$ cat config.mk
export PLATFORM = sky130hd
export DESIGN_NAME = elevator_car_ctrl
export DESIGN_NICKNAME = d
export VERILOG_FILES = /design/src/rtl/elevator_car_ctrl.sv
export SDC_FILE = /design/constraint.sdc
export NUM_CORES = 1
export LEC_CHECK = 0
export ABC_CLOCK_PERIOD_IN_PS = 4580
export CORE_MARGIN = 2
export CORE_UTILIZATION = 35
export CTS_CLUSTER_DIAMETER = 50
export CTS_CLUSTER_SIZE = 10
export DETAILED_ROUTE_END_ITERATION = 12
export PLACE_DENSITY = 0.57
export SLEW_MARGIN = 15
export SYNTH_ARGS = -nofsm -noshare
export SYNTH_HDL_FRONTEND = slang
export SYNTH_SLANG_ARGS = --single-unit
$ cat constraint.sdc
create_clock -name clk -period 4.58 [get_ports clk]
set_input_delay 1.145 -clock clk [delete_from_list [all_inputs] [get_ports clk]]
set_output_delay 1.145 -clock clk [all_outputs]
set_load 0.01 [all_outputs]
$ cat src/rtl/elevator_car_ctrl.sv
// Per-car motion controller: pending-request mask plus a collective up/down scheduler.
// Optional emergency stop is compiled in with `define ELV_ESTOP_EN (adds input estop).
module elevator_car_ctrl #(
  parameter int unsigned NUM_FLOORS   = 8,
  parameter int unsigned FLOOR_W      = 3,
  parameter int unsigned TICK_DIV     = 6000,
  parameter int unsigned TRAVEL_TICKS = 50,
  parameter int unsigned DOOR_TICKS   = 100
) (
  input  logic                  clk,
  input  logic                  resetn,
`ifdef ELV_ESTOP_EN
  input  logic                  estop,
`endif
  input  logic                  req_valid,
  input  logic [FLOOR_W-1:0]    req_floor,
  output logic                  req_err,
  output logic [NUM_FLOORS-1:0] pending,
  output logic [FLOOR_W-1:0]    cur_floor,
  output logic                  door_open,
  output logic [1:0]            elv_dir,
  output logic                  busy
);

  localparam logic [1:0] ST_IDLE = 2'd0;
  localparam logic [1:0] ST_UP   = 2'd1;
  localparam logic [1:0] ST_DOWN = 2'd2;
  localparam logic [1:0] ST_DOOR = 2'd3;

  localparam logic [1:0] DIR_DOWN = 2'd0;
  localparam logic [1:0] DIR_UP   = 2'd1;
  localparam logic [1:0] DIR_STOP = 2'd2;
  localparam logic [1:0] DIR_IDLE = 2'd3;

  localparam int unsigned PW = (TICK_DIV > 1)     ? $clog2(TICK_DIV)     : 1;
  localparam int unsigned TW = (TRAVEL_TICKS > 1) ? $clog2(TRAVEL_TICKS) : 1;
  localparam int unsigned DW = (DOOR_TICKS > 1)   ? $clog2(DOOR_TICKS)   : 1;

  localparam logic [PW-1:0] PRESC_LAST  = PW'(TICK_DIV - 1);
  localparam logic [TW-1:0] TRAVEL_LAST = TW'(TRAVEL_TICKS - 1);
  localparam logic [DW-1:0] DOOR_LAST   = DW'(DOOR_TICKS - 1);

  logic [1:0]            state_q, state_d;
  logic [FLOOR_W-1:0]    cur_floor_q, cur_floor_d;
  logic [NUM_FLOORS-1:0] pending_q, pending_d, clr;
  logic [1:0]            elv_dir_q, elv_dir_d;
  logic                  door_open_q, door_open_d;
  logic                  req_err_q, req_err_d;
  logic                  last_up_q, last_up_d;
  logic [PW-1:0]         presc_q, presc_d;
  logic [TW-1:0]         travel_q, travel_d;
  logic [DW-1:0]         door_q, door_d;

  logic                  tick, in_range, req_here, absorb, above, below, stall;
  logic [FLOOR_W-1:0]    floor_up, floor_dn;

`ifdef ELV_ESTOP_EN
  assign stall = estop;
`else
  assign stall = 1'b0;
`endif

  function automatic logic any_above(input logic [NUM_FLOORS-1:0] m, input logic [FLOOR_W-1:0] f);
    logic r;
    r = 1'b0;
    for (int unsigned i = 0; i < NUM_FLOORS; i++)
      if (m[i] && (i > 32'(f))) r = 1'b1;
    return r;
  endfunction

  function automatic logic any_below(input logic [NUM_FLOORS-1:0] m, input logic [FLOOR_W-1:0] f);
    logic r;
    r = 1'b0;
    for (int unsigned i = 0; i < NUM_FLOORS; i++)
      if (m[i] && (i < 32'(f))) r = 1'b1;
    return r;
  endfunction

  always_comb begin
    tick        = (presc_q == PRESC_LAST);
    presc_d     = tick ? '0 : presc_q + PW'(1);
    state_d     = state_q;
    cur_floor_d = cur_floor_q;
    last_up_d   = last_up_q;
    travel_d    = travel_q;
    door_d      = door_q;
    clr         = '0;
    in_range    = (32'(req_floor) < NUM_FLOORS);
    req_err_d   = req_valid & ~in_range;
    req_here    = req_valid & in_range & (req_floor == cur_floor_q);
    floor_up    = cur_floor_q + FLOOR_W'(1);
    floor_dn    = cur_floor_q - FLOOR_W'(1);
    above       = any_above(pending_q, cur_floor_q);
    below       = any_below(pending_q, cur_floor_q);

    if (!stall) begin
      case (state_q)
        ST_IDLE: begin
          if (pending_q[cur_floor_q]) begin
            state_d = ST_DOOR;
            clr[cur_floor_q] = 1'b1;
            door_d = '0;
          end else if ((last_up_q && above) || (!last_up_q && above && !below)) begin
            state_d = ST_UP; last_up_d = 1'b1; travel_d = '0;
          end else if (below) begin
            state_d = ST_DOWN; last_up_d = 1'b0; travel_d = '0;
          end
        end
        ST_UP: begin
          if (tick) begin
            if (travel_q == TRAVEL_LAST) begin
              cur_floor_d = floor_up;
              travel_d    = '0;
              if (pending_q[floor_up]) begin
                state_d = ST_DOOR; clr[floor_up] = 1'b1; door_d = '0;
              end else if (!any_above(pending_q, floor_up)) begin
                state_d = ST_IDLE;
              end
            end else begin
              travel_d = travel_q + TW'(1);
            end
          end
        end
        ST_DOWN: begin
          if (tick) begin
            if (travel_q == TRAVEL_LAST) begin
              cur_floor_d = floor_dn;
              travel_d    = '0;
              if (pending_q[floor_dn]) begin
                state_d = ST_DOOR; clr[floor_dn] = 1'b1; door_d = '0;
              end else if (!any_below(pending_q, floor_dn)) begin
                state_d = ST_IDLE;
              end
            end else begin
              travel_d = travel_q + TW'(1);
            end
          end
        end
        default: begin // ST_DOOR: a hall call for this floor keeps the door open
          if (req_here) begin
            door_d = '0;
          end else if (tick) begin
            if (door_q == DOOR_LAST) begin
              door_d = '0;
              if (last_up_q ? above : below) begin
                state_d  = last_up_q ? ST_UP : ST_DOWN;
                travel_d = '0;
              end else if (last_up_q ? below : above) begin
                state_d   = last_up_q ? ST_DOWN : ST_UP;
                last_up_d = ~last_up_q;
                travel_d  = '0;
              end else begin
                state_d = ST_IDLE;
              end
            end else begin
              door_d = door_q + DW'(1);
            end
          end
        end
      endcase
    end

    // A request for the floor whose door is (or is about to be) open is served by that opening.
    absorb    = req_valid & in_range & ~stall & (state_d == ST_DOOR) & (req_floor == cur_floor_d);
    pending_d = pending_q & ~clr;
    if (req_valid && in_range && !absorb) pending_d[req_floor] = 1'b1;

    case (state_d)
      ST_UP:   elv_dir_d = DIR_UP;
      ST_DOWN: elv_dir_d = DIR_DOWN;
      ST_DOOR: elv_dir_d = DIR_STOP;
      default: elv_dir_d = DIR_IDLE;
    endcase
    if (stall) elv_dir_d = DIR_IDLE;
    door_open_d = (state_d == ST_DOOR);
  end

  always_ff @(posedge clk) begin
    if (!resetn) begin
      state_q     <= ST_IDLE;
      cur_floor_q <= '0;
      pending_q   <= '0;
      elv_dir_q   <= DIR_IDLE;
      door_open_q <= 1'b0;
      req_err_q   <= 1'b0;
      last_up_q   <= 1'b1;
      presc_q     <= '0;
      travel_q    <= '0;
      door_q      <= '0;
    end else begin
      state_q     <= state_d;
      cur_floor_q <= cur_floor_d;
      pending_q   <= pending_d;
      elv_dir_q   <= elv_dir_d;
      door_open_q <= door_open_d;
      req_err_q   <= req_err_d;
      last_up_q   <= last_up_d;
      presc_q     <= presc_d;
      travel_q    <= travel_d;
      door_q      <= door_d;
    end
  end

  assign req_err   = req_err_q;
  assign pending   = pending_q;
  assign cur_floor = cur_floor_q;
  assign door_open = door_open_q;
  assign elv_dir   = elv_dir_q;
  assign busy      = (state_q != ST_IDLE) || (pending_q != '0);

  a_no_step_past_top: assert property (@(posedge clk) disable iff (!resetn)
    (!stall && state_q == ST_UP && tick && travel_q == TRAVEL_LAST) |-> (32'(cur_floor_q) < NUM_FLOORS - 1));
  a_no_step_past_bottom: assert property (@(posedge clk) disable iff (!resetn)
    (!stall && state_q == ST_DOWN && tick && travel_q == TRAVEL_LAST) |-> (cur_floor_q != '0));

endmodule

==> impl_metrics.env <==
export IMPL_outcome="finished clean"
export IMPL_yosys_top_cells_area="dfxtp_1 (24%), ha_1 (6.4%), nand2_1 (4.0%)"
export IMPL_hold_viol=0
export IMPL_n_fill_cell=1020
export IMPL_numPortBuffers=20
export IMPL_htree_levels=2
export IMPL_first_pass_iters=8
export IMPL_overflow=0
export IMPL_period_needed_ns=4.19
export IMPL_p_clk_share_pct=25.4
export IMPL_start_kind="input port"
export IMPL_worstHoldPathCells=1
export IMPL_cts_tree="built"
export IMPL_cts_resized=0
export IMPL_cts_made_buffers=5
export IMPL_worstHoldStart="presc_q[0]"
export IMPL_slew_violations=0
export IMPL_n_antenna_cell=0
export IMPL_vias_per_cell=5.73
export IMPL_synthFlopType="dfxtp_1"
export IMPL_synth_fp_nets=471
export IMPL_fin_crit_sh_pct=91.6
export IMPL_worst_slew_pin_slew_ns=0.884
export IMPL_die_w_um=104
export IMPL_leakagePower_uw=0.00137
export IMPL_drive_above_1_share_pct=8.81
export IMPL_finalNonFillerCells=587
export IMPL_ir_drop_v=0.000132
export IMPL_final_area_um2=3900
export IMPL_ys_ff_latch=43
export IMPL_seqCellArea_um2=861
export IMPL_path_class="input port to register"
export IMPL_core_um2=9770
export IMPL_end_kind="register"
export IMPL_syn_to_final_growth_pct=11.0
export IMPL_ctsHoldBuffers=0
export IMPL_synth_edf_count=0
export IMPL_crit_start="req_floor[0]"
export IMPL_grt_setup_unrepaired="no"
export IMPL_grt_max_degree=24
export IMPL_drtIter0Drc=254
export IMPL_worstHoldPathType="register to register"
export IMPL_nNetsFinal=477
export IMPL_power_frac_comb_pct=33.3
export IMPL_fmax_mhz=238
export IMPL_final_setup_viol_count=0
export IMPL_vias=3363
export IMPL_clk_pin_slew_ns=0.09
export IMPL_switchingPower_uw=367
export IMPL_max_cap_violations=0
export IMPL_dp_hpwl_um=7100
export IMPL_grt_first_pass_wirelength_um=16100
export IMPL_die_area_um2=10900
export IMPL_synth_cell_types=75
export IMPL_skew_ns=0.00740
export IMPL_synth_most_common_cell="dfxtp_1"
export IMPL_routabilityCongestion=0.917
export IMPL_rows=36
export IMPL_path_max_fanout=6
export IMPL_r2r_start="cur_floor[1]"
export IMPL_track_usage_pct=17.7
export IMPL_p_seq_share_pct=41.3
export IMPL_dpl_cell_area_um2=3810
export IMPL_synth_cells=447
export IMPL_seq_area_frac_synth_pct=24.5
export IMPL_root_buffer="clkbuf_8"
export IMPL_p_per_area_nw_per_um2=256
export IMPL_clk_latency_ns=0.30
export IMPL_dp_cells=579
export IMPL_pin_count=22
export IMPL_p_sw_share_pct=36.8
export IMPL_arrival_ns=4.38
export IMPL_slew_headroom_pct=40.9
export IMPL_synth_common_cells="dfxtp_1 (43), nand2_1 (37), nor2_1 (37)"
export IMPL_fin_setup_tns_ns=0
export IMPL_cts_sinks=43
export IMPL_grt_pass1_vias=3199
export IMPL_wl_per_cell_um=16.2
export IMPL_ys_warn_count=0
export IMPL_initial_utilization_pct=36.0
export IMPL_yosysTopAreaCell="dfxtp_1"
export IMPL_ant_nets=0
export IMPL_multi_input_area_um2=2420
export IMPL_required_ns=4.76
export IMPL_post_cts_buffers=0
export IMPL_syn_cell_area_um2=3510
export IMPL_intPower_uw=631
export IMPL_synth_top_area_share_pct=24.5
export IMPL_drc_errors=0
export IMPL_antenna_found_initial=0
export IMPL_clock_path_buffers=2
export IMPL_die_height_um=104
export IMPL_synthArstFlopShare_pct=0
export IMPL_reg2reg_depth=15
export IMPL_wl_um=9500
export IMPL_synth_area_per_cell_um2=7.86
-- path summary, 6_finish.rpt --
path / to / slack [ns]
setup / recovery: pending[0] / 0.39
hold / removal: presc_q[0] / 0.48
setup reg to reg: pending[7] / 0.66
hold reg to reg: presc_q[0] / 0.48
-- power groups by stage --
stage | registers (µW) | clock network, µW | logic (µW)
floorplan | 416 | 0 | 232
finish | 412 | 253 | 333
global placement | 419 | 0 | 324
detailed placement | 421 | 0 | 329
global route | 415 | 276 | 369
CTS | 412 | 258 | 330
-- cells in the final DEF, fill, tap and decap left out, drive strengths merged, types with 4 or more instances in the layout --
| cell type | instances |
|---|---|
| a211oi | 4 |
| a21boi | 7 |
| a21oi | 16 |
| a22oi | 4 |
| a31oi | 7 |
| a32oi | 4 |
| and2 | 6 |
| and3 | 9 |
| buf | 10 |
| clkbuf | 5 |
| clkdlybuf4s50 | 20 |
| dfxtp | 43 |
| ha | 18 |
| inv | 24 |
| mux2i | 6 |
| mux4 | 5 |
| nand2 | 37 |
| nand2b | 7 |
| nand3 | 26 |
| nand4 | 9 |
| nor2 | 38 |
| nor2b | 12 |
| nor3 | 9 |
| nor3b | 4 |
| nor4 | 6 |
| o211ai | 5 |
| o21ai | 29 |
| o22ai | 6 |
| o31ai | 7 |
| xnor2 | 5 |
| xor2 | 10 |
-- sequential cells by signal, summed over array words and instances, names as in the netlist --
| signal | count |
|---|---|
| travel_q | 6 |
| presc_q | 13 |
| door_q | 7 |
| door_open | 1 |
| pending | 8 |
| elv_dir | 2 |
| cur_floor | 3 |
| state_q | 2 |
| last_up_q | 1 |
-- routing by layer --
metal / global-route usage (%) / routed length, µm / up-vias
met3: 2.01 / 399 / 11
met1: 25.6 / 4560 / 1597
met2: 27.8 / 4400 / 102
met4: 4.73 / 127 / 0
met5: 0 / 0 / -
li1: - / - / 1653
-- critical path, cell delays in order --
cell,delay (ns)
clkdlybuf4s50_1,0.45
xnor2_1,0.14
nand4_1,0.21
nand3_1,0.26
nor4_1,0.56
a211oi_1,0.10
o22ai_1,0.30
ha_1,0.24
o311ai_0,0.12
a21oi_1,0.15
o311ai_1,0.20
nor4b_4,0.38
o21ai_1,0.11
-- final cells by class --
cell class	count	share of cell area [%]
Timing Repair Buffer	30	7.05
Multi-Input combinational cell	350	62.0
Clock inverter	3	0.609
Inverter	23	2.21
Clock buffer	5	1.76
Tap cell	133	4.26
Sequential cell	43	22.1
-- cells by family after synthesis --
kind of cell             after synthesis  synth area share (%)
AO/OA/AOI/OAI                        123                  25.1
XOR/XNOR                              15                  3.74
flip-flops                            43                  24.5
AND/OR/NAND/NOR                      182                  28.6
buffers and inverters                 54                  6.62
multiplexers                          11                  4.91
other                                  1                 0.107
adder cells (fa/ha/maj)               18                  6.41
-- stage by stage --
stage          util [%]  setup WS (ns)  hold slack (ns)  power [µW]
6_report           39.9          0.387            0.479         998
4_1_cts            39.9          0.421            0.481        1000
2_1_floorplan         -          0.729            0.426         648
3_5_place_dp       39.0          0.121            0.458         749
3_3_place_gp       39.0          0.462            0.442         744
5_1_grt            39.9          0.191            0.508        1060
(Power assumes the default switching activity.)
